**config.mk**
```make
export PLATFORM = sky130hd
export DESIGN_NAME = led_fade_driver
export DESIGN_NICKNAME = d
export VERILOG_FILES = /design/src/rtl/led_fade_driver.sv
export SDC_FILE = /design/constraint.sdc
export NUM_CORES = 1
export LEC_CHECK = 0
export CORE_UTILIZATION = 40
export CTS_CLUSTER_SIZE = 8
export DETAILED_ROUTE_END_ITERATION = 7
export PLACE_DENSITY = 0.58
export SYNTH_ARGS = -nofsm -noshare
export SYNTH_HDL_FRONTEND = slang
export SYNTH_SLANG_ARGS = --single-unit
export TNS_END_PERCENT = 1
```
**constraint.sdc**
```tcl
create_clock -name clk -period 4.71 [get_ports clk]
set_clock_uncertainty 0.15 [all_clocks]
set_input_delay 0.7065 -clock clk [delete_from_list [all_inputs] [get_ports clk]]
set_output_delay 0.7065 -clock clk [all_outputs]
set_load 0.01 [all_outputs]
```
**src/rtl/led_fade_driver.sv**
```systemverilog
// LED fade driver: per-LED 8-bit level ramps toward its on/off target
// once per PWM period, and drives the LED pins from a shared PWM counter.
module led_fade_driver #(
    parameter int CLK_DIV = 16,
    parameter int STEP    = 8
) (
    input  logic       clk,
    input  logic       rst_n,
    input  logic [7:0] leds_i,
    input  logic       en_i,
    output logic [7:0] pwm_o,
    output logic       period_o,
    output logic       busy_o
);

    localparam logic [15:0] DIV_MAX = 16'(CLK_DIV - 1);
    localparam logic [8:0]  STEP9   = 9'(STEP);

    logic [15:0] presc;
    logic [7:0]  pwm_cnt;
    logic [7:0]  level     [8];
    logic [7:0]  level_nxt [8];
    logic [7:0]  target    [8];
    logic [7:0]  pwm_nxt;
    logic        tick;
    logic        wrap;

    assign tick = (presc == DIV_MAX);
    assign wrap = tick && (pwm_cnt == 8'hFF);

    // Saturating step toward target; 9-bit math catches over/underflow.
    always_comb begin
        logic [8:0] up_sum;
        logic [8:0] dn_diff;
        logic [7:0] up_val;
        logic [7:0] dn_val;
        busy_o  = 1'b0;
        pwm_nxt = 8'h00;
        for (int i = 0; i < 8; i++) begin
            target[i]    = {8{leds_i[i]}};
            level_nxt[i] = level[i];
            up_sum  = {1'b0, level[i]} + STEP9;
            dn_diff = {1'b0, level[i]} - STEP9;
            up_val  = up_sum[8] ? 8'hFF : up_sum[7:0];
            dn_val  = dn_diff[8] ? 8'h00 : dn_diff[7:0];
            unique case (1'b1)
                !en_i: level_nxt[i] = target[i];
                en_i && wrap && (level[i] < target[i]):
                    level_nxt[i] = up_val;
                en_i && wrap && (level[i] > target[i]):
                    level_nxt[i] = dn_val;
                en_i && !(wrap && (level[i] != target[i])):
                    level_nxt[i] = level[i];
            endcase
            if (en_i) begin
                pwm_nxt[i] = (level[i] == 8'hFF) || (level[i] > pwm_cnt);
            end else begin
                pwm_nxt[i] = leds_i[i];
            end
            if (level[i] != target[i]) begin
                busy_o = 1'b1;
            end
        end
    end

    // Prescaler and PWM counter free-run in both modes.
    always_ff @(posedge clk) begin
        if (!rst_n) begin
            presc    <= 16'd0;
            pwm_cnt  <= 8'd0;
            pwm_o    <= 8'h00;
            period_o <= 1'b0;
            for (int i = 0; i < 8; i++) begin
                level[i] <= 8'd0;
            end
        end else begin
            presc    <= tick ? 16'd0 : presc + 16'd1;
            pwm_cnt  <= tick ? pwm_cnt + 8'd1 : pwm_cnt;
            pwm_o    <= pwm_nxt;
            period_o <= wrap;
            for (int i = 0; i < 8; i++) begin
                level[i] <= level_nxt[i];
            end
        end
    end

endmodule

```
# Word-level counts from Yosys, hierarchy flattened
# Memory sizes are Yosys's and may differ from the RTL's.
# Index checks and enable logic that the tools add are counted.
# word_totals
register_bits	33
input_bits	11
output_inout_bits	10
ram_bits	64
mem_count	1
elab_cells	176
# memory_table
name	words	word_bits	rd	rd_clocked_by_memory_dff	write_ports	line_no	rtl
level	8	8	8	0	8	21	logic [7:0] level [8];
# classes
n_reduce_logical	52
bitwise_logic	9
mux	50
n_eq_ne	18
add_sub_neg	18
magnitude_cmp	24
# ops
operator	count
$pmux 8 s4	8
$mux 8	24
$gt 8x8->1	16
$add 8x4->9 const B	8
$eq 8x8->1 const B	9
$sub 8x4->9 const B	8
$lt 8x8->1	8
$ne 8x8->1	8
$logic_and 1x1->1	34
$mux 1	18
$add 16x1->16 const B	1
$eq 16x4->1 const B	1
$logic_not 1->1	9
$add 8x1->8 const B	1
$logic_or 1x1->1	8
$or 1x1->1	8
$reduce_or 2->1	1
$not 1->1	1

# Logic depth before layout (Yosys ltp)
# logic_depth
word_depth	9
ltp_mapped	9
depth_no_buf	8

# Worst setup path after synthesis
# OpenSTA, ideal clock, no wires.
# synth_path
kind	input -> output
from	in leds_i[1]
to	out busy_o
stages	6
t_arrival_ns	2.187
slack_ns	1.666
n_path_buf	1
path_cell_list	inv_1 -> ha_1 -> nand4_1 -> or2_2 -> clkbuf_1 -> or4_1
# synth_via
elab_chain_len	8
# synth_rtl
item	line_no	rtl
start, declared	9	input logic [7:0] leds_i,
$ne 8x8->1	60	if (level[i] != target[i]) begin
$mux 1 (7 in series)	60	
end, declared	13	output logic busy_o
# Every way passes these cells.

# Final worst setup path
# Ends and elaborated chain as after synthesis.

==> results.yml <==
global_routing:
  gr-total-overflow: 0
  grt_pass1_vias: 7153
  antenna_found_initial: 0
  grt_max_degree: 38
  grt_util_all_layers: 0.229
  grt_pass1_wl_um: 37400
run:
  cap_violations: 0
clock_network:
  cts.reportedPaths.clkPinSlew_ps: 70
  cts_hold_buf: 0
  post_cts_resized: 0
  cts_tree: "built"
  cts_buffers: 9
  htreeDepth: 3
  cts_sinks: 81
  cts_root_buffer: "clkbuf_16"
  cts_max_path_buffers: 2
  post_cts_buffers: 0
  clk_latency_ps: 350
timing:
  tightest_slew_ps: 804
  period_needed_ps: 4310
  finalHoldViolations: 0
  timing.final.crit_share: 0.915
  slew_headroom: 0.459
  setup_violations: 0
  setup-tns-final_ps: 0
  timing.fmax_mhz: 232
  rsz0062_at_grt: "no"
  slew_viol_final: 0
detailed_routing:
  ant_nets: 0
  drt-initial-drc-count: 495
  route.detailed.drc: 0
  vias_per_cell: 5.91
  via_count: 7719
  routedWlPerCell_um: 17.2
  wl_um: 22400
  first_pass_iters: 4
placement:
  dp_cells: 1289
  hpwl_um: 15700
  globalplace.congestion: 0.844
  io_buffers: 20
worst_setup_path:
  cp.arrival_ps: 3450
  crit_path_max_incr_delay_ps: 640
  startpoint_type: "input port"
  worstSetupEndpointType: "primary output"
  crit_type: "in2out"
  crit_top_cell: "clkdlybuf4s50_1"
  crit_slowest_cell: "clkdlybuf4s50_1"
  path_cells: "clkdlybuf4s50_1 > inv_1 > ha_1 > nand4_1 > or2_2 > or4_1 > clkdlybuf4s50_1"
  critical_path_peak_fanout: 8
  worstPathRequired_ps: 3850
  r2r_slack_ps: 1240
pwr:
  p_leak_nw: 3.53
  peakVddDrop_mv: 0.152
  powerDensity_nw_per_um2: 236
layout:
  most-common-layout-cells: "ha_1 (138), a21oi_1 (95), nor2_1 (91)"
  fin_cells: 1305
  drive_above_1_share: 0.0558
  post-route-util: 0.447
  area_growth_pct: 9.28
  final_common_cell: "ha_1"
  antenna_cells: 0
  final_nets: 1184
yosys:
  ys_seq_area_frac: 0.203
  synth.distinct_cells: 66
  synth_top_area_frac: 0.216
  netlist_area_um2: 7990
  synthCells: 1038
  yosys_warnings: 0
  synth.largest_area_cell: "ha_1"
  synth_edf_count: 0
  ys_seq_elements: 81
  syn_avg_cell_area_um2: 7.70
  async_reset_ff_frac: 0
  synth-main-ff-cell: "dfxtp_1"
  synth_fp_nets: 1187
  synth_area_leaders: "ha_1 (22%), dfxtp_1 (20%), a21oi_1 (5.9%), o21ai_0 (4.6%), nor2_1 (4.3%)"
outcome:
  status: "finished clean"
floorplan:
  core_area_um2: 19500
  die_height_um: 143
  fp.dieW_um: 143
  die_area_um2: 20500
  ios: 21
  num_rows: 51
  start_util: 0.409
min_path:
  holdCritPathClass: "reg2reg"
==> final timing paths <==
check | startpoint | to | cells past startpoint
setup / recovery | leds_i[1] | busy_o | 7
hold / removal | presc[0] | presc[0] | 1
setup reg to reg | presc[0] | level[1][25] | 7
hold reg to reg | presc[0] | presc[0] | 1
==> worst max-delay path, delay by kind of cell <==
family / cells / cell delay [ps]
buffers and inverters: 3 / 1370
adders and majority gates: 1 / 340
and+or+nand+nor: 3 / 1040
==> per-stage QoR <==
stage / hold WS, ps / cell area (µm²) / power (mW) / worst slack [ps]
2_1_floorplan: 268 / 7990 / 1.22 / 1670
3_3_place_gp: 287 / 8450 / 1.36 / 474
3_5_place_dp: 292 / 8450 / 1.37 / 401
4_1_cts: 301 / 8730 / 2.07 / 386
5_1_grt: 360 / 8730 / 2.20 / 294
6_report: 303 / 8730 / 2.06 / 402
==> routing by layer <==
metal,global-route usage,up-vias,part of all wire
met5,0,-,0
met4,0.0638,0,0.013
met3,0.0300,23,0.038
met2,0.367,179,0.45
met1,0.320,3628,0.50
li1,-,3889,-
==> synth_stat cells (all sizes together) (5+ instances only) <==
cell type    n
o211ai       7
a21oi       95
nand2       67
buf          6
a211oi      14
nor2b       12
xor2         8
a21o        18
nand3b      11
or3         14
ha         138
nor4        12
o21a        13
o31ai        8
o221a        6
or4          5
nand3       29
nor2        91
xnor2       16
nor3        28
nand4       38
a31oi       26
and2         6
o21ai       74
o22ai        9
clkbuf      44
and3        19
o221ai       6
nand2b       9
or2          6
dfxtp       81
mux2i       10
inv         52
==> state kept, by name, summed over array words and instances, names as in the netlist <==
name      flops
pwm_o         8
level        48
pwm_cnt       8
period_o      1
presc        16
==> where the power goes <==
group          internal, mW  switching (mW)  leakage, nW
Combinational         0.245           0.297         2.73
Sequential            0.727          0.0924        0.668
Clock                 0.364           0.338        0.130
Total                  1.34           0.727         3.53
==> final cells by class <==
class	instances	area, µm²
Clock buffer	10	229
Clock inverter	6	50.0
Fill cell	1973	10800
Inverter	52	195
Multi-Input combinational cell	855	5990
Sequential cell	81	1620
Tap cell	265	332
Timing Repair Buffer	36	315
==> cells by family (layout without fill, tap and decap cells) <==
logic type	count (synthesis)	after routing	synth area share
adder cells (fa/ha/maj)	138	138	0.216
AND/OR/NAND/NOR	359	359	0.233
XOR/XNOR	24	24	0.0263
multiplexers	12	12	0.0153
buffers and inverters	102	104	0.0487
AO/OA/AOI/OAI	322	322	0.258
flip-flops	81	81	0.203
No activity file was read; power rests on OpenSTA's default activity.
